### config.mk
export PLATFORM = sky130hd
export DESIGN_NAME = approx_prod_acc
export DESIGN_NICKNAME = d
export VERILOG_FILES = /design/src/rtl/approx_prod_acc.sv
export SDC_FILE = /design/constraint.sdc
export NUM_CORES = 1
export LEC_CHECK = 0
export CAP_MARGIN = 20
export CORE_MARGIN = 3
export CORE_UTILIZATION = 48
export DETAILED_ROUTE_END_ITERATION = 10
export PLACE_DENSITY_LB_ADDON = 0.12
export SLEW_MARGIN = 40
export SYNTH_ARGS = -nofsm -noshare
export SYNTH_HDL_FRONTEND = slang
export SYNTH_SLANG_ARGS = --single-unit
### constraint.sdc
create_clock -name clk -period 2.3 [get_ports clk]
set_clock_uncertainty 0.05 [all_clocks]
set_input_delay 0.345 -clock clk [delete_from_list [all_inputs] [get_ports clk]]
set_output_delay 0.345 -clock clk [all_outputs]
set_load 0.02 [all_outputs]
### src/rtl/approx_prod_acc.sv
// approx_prod_acc: accumulates a frame of up to LEN unsigned products from the
// approximate-multiplier array into one dot-product sum with valid/ready on both sides.
// Optional feature macro: APPROX_BIAS_COMP_EN adds BIAS to every accepted product.
module approx_prod_acc #(
   parameter  int unsigned PROD_W = 16,
   parameter  int unsigned LEN    = 8,
   parameter  int unsigned ACC_W  = 19,
   parameter  int unsigned BIAS   = 0,
   localparam int unsigned CNT_W  = $clog2(LEN + 1)
) (
   input  logic              clk,
   input  logic              rst,
   input  logic              in_valid,
   output logic              in_ready,
   input  logic [PROD_W-1:0] in_prod,
   input  logic              in_last,
   output logic              out_valid,
   input  logic              out_ready,
   output logic [ACC_W-1:0]  out_sum,
   output logic [CNT_W-1:0]  out_cnt,
   output logic              out_ovf
);

   localparam int unsigned SUM_W = ACC_W + 1;

   typedef enum logic [1:0] {IDLE, ACC, HOLD} state_t;

   state_t           state;
   logic [ACC_W-1:0] acc;
   logic [CNT_W-1:0] cnt;
   logic             ovf;

   logic             accept_c;
   logic             handshake_c;
   logic             final_c;
   logic [SUM_W-1:0] sum_c;
   logic [CNT_W-1:0] cnt_inc_c;
   logic             ovf_next_c;

   // The compensation constant must fit the widened adder or the carry flag lies.
   if ($clog2(BIAS + 1) > SUM_W) begin : g_bias_chk
      $error("approx_prod_acc: BIAS does not fit in ACC_W+1 bits");
   end

   // Next-sum datapath, one bit wider than the accumulator so the carry is visible.
   always_comb begin
      accept_c    = in_valid & in_ready;
      handshake_c = out_valid & out_ready;
`ifdef APPROX_BIAS_COMP_EN
      sum_c       = {1'b0, acc} + SUM_W'(in_prod) + SUM_W'(BIAS);
`else
      sum_c       = {1'b0, acc} + SUM_W'(in_prod);
`endif
      cnt_inc_c   = cnt + CNT_W'(1);
      ovf_next_c  = ovf | sum_c[ACC_W];
      final_c     = (cnt_inc_c == CNT_W'(LEN)) | in_last;
   end

   // Frame FSM with registered handshake outputs and result capture.
   always_ff @(posedge clk) begin
      if (rst) begin
         state     <= IDLE;
         acc       <= '0;
         cnt       <= '0;
         ovf       <= 1'b0;
         in_ready  <= 1'b1;
         out_valid <= 1'b0;
         out_sum   <= '0;
         out_cnt   <= '0;
         out_ovf   <= 1'b0;
      end else begin
         case (state)
            IDLE, ACC: begin
               if (accept_c) begin
                  acc <= sum_c[ACC_W-1:0];
                  cnt <= cnt_inc_c;
                  ovf <= ovf_next_c;
                  if (final_c) begin
                     state     <= HOLD;
                     in_ready  <= 1'b0;
                     out_valid <= 1'b1;
                     out_sum   <= sum_c[ACC_W-1:0];
                     out_cnt   <= cnt_inc_c;
                     out_ovf   <= ovf_next_c;
                  end else begin
                     state <= ACC;
                  end
               end
            end
            HOLD: begin
               if (handshake_c) begin
                  state     <= IDLE;
                  in_ready  <= 1'b1;
                  out_valid <= 1'b0;
                  acc       <= '0;
                  cnt       <= '0;
                  ovf       <= 1'b0;
               end
            end
            default: begin
               state <= IDLE;
            end
         endcase
      end
   end

endmodule

== After elaboration in Yosys (flattened, before gate mapping) ==
Cells that the tools add are included.

* $add $sub $neg: 2
* Eq/ne operators: 6
* Multiplexer cells: 20
* Bitwise operators: 4
* Reduce and logical (&&, ||, !) cells: 7

{| class="wikitable"
|+ Operators by type and width
! operator !! count
|-
| $mux W19 || 2
|-
| $pmux W19 S2 || 1
|-
| $add A19 B16 Y20 || 1
|-
| $mux W4 || 2
|-
| $pmux W4 S2 || 1
|-
| $mux W1 || 7
|-
| $mux W2 || 3
|-
| $ne A2 B2 Y1 const B || 3
|-
| $pmux W1 S2 || 3
|-
| $reduce_and A3 Y1 || 2
|-
| $add A4 B1 Y4 const B || 1
|-
| $eq A4 B4 Y1 const B || 1
|-
| $pmux W2 S2 || 1
|-
| $reduce_and A4 Y1 || 1
|-
| $and A1 B1 Y1 || 2
|-
| $eq A2 B1 Y1 const B || 1
|-
| $eq A2 B2 Y1 const B || 1
|-
| $logic_not A2 Y1 || 1
|-
| $or A1 B1 Y1 || 2
|-
| $reduce_and A2 Y1 || 1
|-
| $reduce_bool A2 Y1 || 1
|-
| $reduce_or A2 Y1 || 1
|}

* Bits in registers: 52
* Output and inout port bits: 26
* Word-level logic and storage cells: 48

== Depth between registers and ports, before layout ==
Gate-level depths: netlist of run 1.

* Word-level depth: 6
* Mapped depth: 10
* Gate-level depth less buffers: 10

== Worst setup path after synthesis of run 1 ==
No wires, ideal clock.

* Path kind: input port to flip-flop
* Start: in in_prod[3]
* End: reg acc[17]
* Setup time: 0.117 ns
* Arrival: 2.086 ns
* Data required time: 2.133 ns
* Path slack: 0.047 ns
* Stages: 7
* Buffers on the path: 0
* Cell sequence: ha_1 o211ai_2 o211ai_2 a41oi_2 or4_1 a31o_1 a32o_1

* Word-level cells in the longest chain between the ends: 3

{| class="wikitable"
|+ RTL lines
! what !! line !! RTL
|-
| from (decl) || 15 || <nowiki>input logic [PROD_W-1:0] in_prod,</nowiki>
|-
| $add A19 B16 Y20 || 52 || <nowiki>sum_c = {1'b0, acc} + SUM_W'(in_prod);</nowiki>
|-
| $mux W19 || 74 || <nowiki>if (accept_c) begin</nowiki>
|-
| $pmux W19 S2 || 72 || <nowiki>case (state)</nowiki>
|-
| to (signal assigned) || 75 || <nowiki>acc <= sum_c[ACC_W-1:0];</nowiki>
|-
| to (decl) || 29 || <nowiki>logic [ACC_W-1:0] acc;</nowiki>
|}

No other way between the ends. The select of a mux whose other input is x is not followed.
A chain may end at the register's enable or synchronous reset.

== Final worst setup path of run 1 ==
* Start: reg acc[2]
* End: reg acc[17]

* Word-level cells in the longest chain between the ends: 3

{| class="wikitable"
|+ RTL lines
! what !! line
|-
| $add A19 B16 Y20 || 52
|-
| $mux W19 || 74
|-
| $pmux W19 S2 || 72
|}

No other way between the ends. The select of a mux whose other input is x is not followed.

==> results of run 1 <==
kinds of logic after synthesis:
logic type                 Yosys count
xor gates and xnor gates            17
buffers and inverters               28
adders and majority gates           18
and+or+nand+nor                    135
AOI/OAI and AO/OA                  103
muxes                                2
DFF                                 52
routing by layer:
layer / track usage [%] / routed length (um)
met5: 0 / 0
met4: 7.19 / 167
met3: 4.12 / 441
met2: 39.4 / 4050
met1: 30.0 / 3680
state kept, by name (all words and copies together) (netlist names):
register / count
acc: 19
cnt: 4
in_ready: 1
out_cnt: 4
out_ovf: 1
out_sum: 19
out_valid: 1
ovf: 1
state: 2
area by class of cell:
| type | count | area [um2] |
|---|---|---|
| multi-input combinational | 275 | 2000 |
| fill | 410 | 1390 |
| sequential | 52 | 1050 |
| timing repair buffer | 103 | 915 |
| tap | 72 | 90.1 |
| clock buffer | 6 | 82.6 |
| inverter | 8 | 33.8 |
| clock inverter | 2 | 13.8 |
critical path, delay by kind of cell (launching register included):
| kind | cells | cell delay, ns |
|---|---|---|
| AO/OA/AOI/OAI | 5 | 1.03 |
| adder cells (fa/ha/maj) | 1 | 0.27 |
| flip-flops | 1 | 0.35 |
| AND/OR/NAND/NOR | 1 | 0.51 |
worst min-delay path by stage:
stage,from,slack [ns],depth (start not counted),to
2_1_floorplan,acc[12],0.38,2,acc[12]
3_3_place_gp,out_sum[17],0.39,2,out_sum[17]
3_5_place_dp,out_sum[11],0.40,2,out_sum[11]
4_1_cts,out_sum[0],0.41,2,out_sum[0]
5_1_grt,out_sum[11],0.43,2,out_sum[11]
6_report,out_sum[5],0.41,2,out_sum[5]
metrics by stage:
stage	worst slack, ns	instances	utilization [%]	hold WS [ns]
6_report	0.00485	518	75.1	0.411
5_1_grt	-0.0510	518	75.1	0.435
4_1_cts	0.0000682	515	70.1	0.413
3_5_place_dp	-0.598	504	65.8	0.399
3_3_place_gp	-0.495	504	65.8	0.392
2_1_floorplan	0.0469	355	-	0.379
cells in the mapped netlist (all sizes together), types with 3 or more instances:
master and instances:
a31oi 6, nand3 11, nor3 6, nand2 59
clkbuf 12, or3 6, a21oi 42, nand2b 4
inv 8, xnor2 14, buf 8, nor2 35
xor2 3, a211oi 5, a21o 6, o211ai 3
o21ai 14, dfxtp 52, a22oi 11, ha 17
power groups by stage:
stage	sequential (uW)	clock [uW]	combinational [uW]
4_1_cts	1030	579	933
3_3_place_gp	1050	0	865
6_report	1050	572	1080
5_1_grt	1060	617	1170
2_1_floorplan	1080	0	485
3_5_place_dp	1050	0	874
what timing repair did:
action	4_1_cts	5_1_grt
resized for setup	27	42
buffers inserted	3	3
pin swaps	19	27
hold endpoints to repair	0	0
endpoints found under the setup margin	22	15
gates cloned	0	0
==> summary.txt, run 1 <==
Layout cell share with drive strength beyond 1: 25.8%
Worst r2r src: acc[2]
Vias in the first global route: 2762
Tcrit/Tclk final: 99.8%
Warnings from Yosys: 0
Diode count: 0
Area growth syn-to-layout: 48.7%
First drt pass iteration count: 5
Post-route cell area: 0.00419 mm2
Final ANT Viol Nets: 0
Max_slew headroom: 65.8%
Antenna violations before repair: 0
Routed len/inst: 16.1 um
Post-synth EDFFs: 0
DIE AREA: 0.00682 mm2
Root Buffer: clkbuf_8
Async SR Flop Fraction: 0%
Critical Path Fanout Max: 4
Slowest CP cell: or4_1
Post-cts hold buffer count: 0
Num CTS Buffers: 5
Drt via density: 5.77
Clock network fraction of total power: 21.2%
Grt ovf: 0
# H-tree levels: 2
Syn_area_per_cell: 7.93 um2
Register bit total from synthesis: 52
HPWL Detailed: 5.28 mm
Worst EP required: 2.46 ns
Synthesized area: 0.00281 mm2
Clk sinks: 52
Unique masters post-synth: 52
FMAX: 436 MHz
Total track usage: 23.3%
Startpoint types: flip-flop
Clk buf depth: 2
Crit Reg-Reg Endpoint: acc[17]
Core ar.: 0.00557 mm2
Die W: 82.6 um
Status: finished, final reports clean
Top FF cell, synth: dfxtp_1
DRC: 0
Reg2Reg Depth: 7
CTS tree: yes
Maxcap violations: 0
Worst path cell trace: ha_4 > o211ai_2 > o211ai_2 > a41oi_4 > or4_1 > a31o_1 > a32o_1
Worst setup path end: acc[17]
Final setup viols: 0
Post-synthesis sequential area ratio: 37.0%
# rows: 27
Clock transition at path regs: 0.10 ns
Area leader, netlist: dfxtp_1
Placed inst area: 0.00367 mm2
Adder-Cell Fraction of Synth Area: 8.27%
DR vias: 2988
Die H: 82.6 um
GPL Wtd Cong: 0.841
First-pass GRT wire length: 12.4 mm
Worst stage delay on the critical path: 0.51 ns
Nets@finish: 484
Leakage power: 0.00168 uW
Critical Path End Type: flip-flop
Internal Pwr Total: 1740 uW
Commonest non-fill, non-tap cells in the layout: nand2_1 (59), buf_4 (53), dfxtp_1 (48)
Type of the tightest min-delay check: flip-flop to flip-flop
Crit path kind: flip-flop to flip-flop
Setup Total Neg Slack: 0 ns
Post-layout minimum cycle time: 2.30 ns
Comb pwr share: 39.9%
Largest family of logic cells by synthesized area: compound AO/OA/AOI/OAI gates
Compound-Gate Fraction of Synth Area: 23.6%
Slew @ Worst Pin: 0.513 ns
Iter 0 DRT Violations: 182
Drt total wl: 8.34 mm
IO Pins: 47
Worst vdd ir: 0.000385 V
Final hold vios: 0
Sw power: 952 uW
Max Transition Viols Final: 0
Synth Area in Simple Gates: 21.3%
Most common cell after layout, fill and taps aside: nand2_1
Overall power: 2700 uW
Syn Inst Count: 355
Start point of the critical path: acc[2]
Top cells by area, synth: dfxtp_1 (37%), nand2_1 (7.9%), ha_1 (7.6%)
Most frequent CP cell: o211ai_2
Pin count of the biggest net entering global routing: 31
R2R setup slack: 0.005 ns
CP Data Arrival Time: 2.46 ns
Part of the power in registers: 38.8%
Post-Synth XOR/XNOR Area: 5.29%
Net Sw Frac: 35.3%
Initial Util: 50.5%
Pwr Density: 644 mW/mm2
Syn Nets: 394
Port Buffers: 46
Synth top area share: 37.0%
Clock latency on the worst-skew pair: 0.31 ns
Post-synthesis mux area share: 0.711%
Power figures use the tool's default switching activity.
==> run 2: changes to the inputs <==
- CAP_MARGIN: 20 -> default
==> results of run 2 <==
Same layout as run 1: the final DEF is identical, and so are final timing and power.
==> variant (flow settings as in run 1) <==
`PROD_W`: 16 -> 14.
--- a/src/rtl/approx_prod_acc.sv
+++ b/src/rtl/approx_prod_acc.sv
@@ -4,3 +4,3 @@
 module approx_prod_acc #(
-   parameter  int unsigned PROD_W = 16,
+   parameter  int unsigned PROD_W = 14,
    parameter  int unsigned LEN    = 8,
Ports: changed (resized in_prod); port bits go from 47 to 45. No check against the original RTL was run, so the function may have changed too.
==> variant against run 1 <==
- area after synthesis down 2.0%
- clock power shrank 2%
- routed wire length shrank 6.0%
- worst hold slack worse by 0.0034 ns
- combinational power is 6% lower
- maximum frequency up 1.7%
- global-route usage is essentially flat
- power is 2.9% lower
- sequential cell count unchanged
- synthesized cell count is 7.6% lower
- design area decreased by 4.5%
- worst setup slack improved by 0.039 ns
- critical path type unchanged
- highest routed layer unchanged
==> variant: results (changes against run 1) <==
| Metric | Value |
|---|---|
| Commonest cells post-synth | dfxtp_1 (52), nand2_1 (46), nor2_1 (33), a21oi_1 (28), ha_1 (15) |
| First-pass GRT wire length | 12,000 µm (-3.1%) |
| Vias in the first global route | 2,610 (-5.5%) |
| XOR/XNOR Fraction of Synth Area | 5.40% (+0.11 points) |
| Starting DRT DRC Count | 162 (-11%) |
| RR Endpoint | out_sum[14]$_SDFFE_PP0P_ |
| Adder-cell share of the synthesized area | 7.54% (-0.74 points) |
| Status | completed |
| Worst EP arrival | 2.42 ns (-0.04 ns) |
| Number of distinct library cells after synthesis | 51 (-1.9%) |
| Cells after DPL | 477 (-5.4%) |
| Synth Instances | 328 (-7.6%) |
| Layout cells sized above 1 | 23.7% (-2.1 points) |
| GR Layer Usage met3 | 4.06% (-0.064 points) |
| Overall Global Routing Usage | 23.3% (about the same) |
| Crit path max-delay cell type | dfxtp_2 |
| Slew Limit Headroom | 52.4% (-13 points) |
| Met1 usage in global routing | 30.4% (+0.42 points) |
| Port bufs | 44 (-4.3%) |
| Post-synthesis mux area share | 0.363% (-0.35 points) |
| CP peak stage delay | 0.35 ns (-0.16 ns) |
| Post-place setup slack | -0.525 ns (+0.0732 ns) |
| Final RePlAce weighted congestion | 0.907 (+7.9%) |
| Seq/Total Area, Yosys | 37.8% (+0.77 points) |
| Crit path time final | 2.26 ns (-0.0391 ns) |
| Syn_nets | 363 (-7.9%) |
| HPWL Detailed | 5220 µm (-1.2%) |
| GR Util met2 | 38.3% (-1.1 points) |
| Crit path from | acc[0]$_SDFFE_PP0P_ |
| Nets@finish | 456 (-5.8%) |
==> variant: cell types whose count changed in the layout (fill, tap and decap cells not counted), sizes merged, moves of 3 or more <==
| cell | delta |
|---|---|
| a21oi | -14 |
| nand2 | -12 |
| a211oi | +5 |
| a22o | +5 |
| a22oi | -4 |
| dlygate4sd2 | -4 |
| nor3b | +4 |
| and3 | +3 |
| inv | -3 |
| nand3 | -3 |
| nand3b | +3 |
| o21bai | +3 |
==> variant: repair_timing <==
action	CTS	global route
pin swaps	9	17
gates resized for setup	10	32
buffers inserted	1	6
endpoints found under the setup margin	17	18
==> variant: final cells by class <==
class / count / area, µm²
clock buffer: 5 / 68.8
clock inverter: 3 / 22.5
fill: 421 / 1340
inverter: 4 / 15.0
multi-input combinational: 257 / 1860
sequential: 52 / 1040
tap: 70 / 87.6
timing repair buffer: 101 / 901
==> variant: per-layer routing <==
metal  vias up  part of all wire [%]
li1       1380                     -
met1      1301                    44
met2        72                    49
met3        13                   4.2
met4         0                   2.4
met5         -                     0
==> variant: worst min-delay path: stages (launching register included) <==
cell	delay (ns)
dfxtp_1	0.32
nand2_1	0.05
a21oi_1	0.05
==> variant: stage by stage <==
stage	cell area, µm²	util (%)	setup TNS [ns]
after CTS	3750	70.4	0
after floorplan	2760	-	0
after global placement	3610	67.7	-8.75
final	4000	74.9	0
after global routing	4000	74.9	-0.0917
after detailed placement	3610	67.7	-9.70
==> variant: cell families (layout without fill, tap and decap cells) <==
family / count (synthesis) / count (layout)
xor gates and xnor gates: 17 / 17
adders and majority gates: 16 / 16
muxes: 1 / 1
and+or+nand+nor: 127 / 127
AOI/OAI and AO/OA: 96 / 96
buffers and inverters: 19 / 113
DFF: 52 / 52
==> variant: worst min path at each step <==
stage | depth (start not counted) | slack, ns | end | from
6_report | 2 | 0.41 | out_sum[6]$_SDFFE_PP0P_ | out_sum[6]$_SDFFE_PP0P_
5_1_grt | 2 | 0.43 | acc[2]$_SDFFE_PP0P_ | rst
4_1_cts | 2 | 0.39 | acc[0]$_SDFFE_PP0P_ | rst
3_5_place_dp | 2 | 0.40 | out_sum[8]$_SDFFE_PP0P_ | out_sum[8]$_SDFFE_PP0P_
3_3_place_gp | 2 | 0.39 | out_sum[7]$_SDFFE_PP0P_ | out_sum[7]$_SDFFE_PP0P_
2_1_floorplan | 2 | 0.38 | acc[12]$_SDFFE_PP0P_ | acc[12]$_SDFFE_PP0P_
==> variant: power breakdown <==
group / total (mW) / internal, mW / switching, mW / leakage (nW)
sequential: 1.04 / 0.977 / 0.0613 / 0.425
clock: 0.558 / 0.219 / 0.339 / 0.0485
combinational: 1.02 / 0.512 / 0.508 / 1.15
total: 2.62 / 1.71 / 0.909 / 1.62
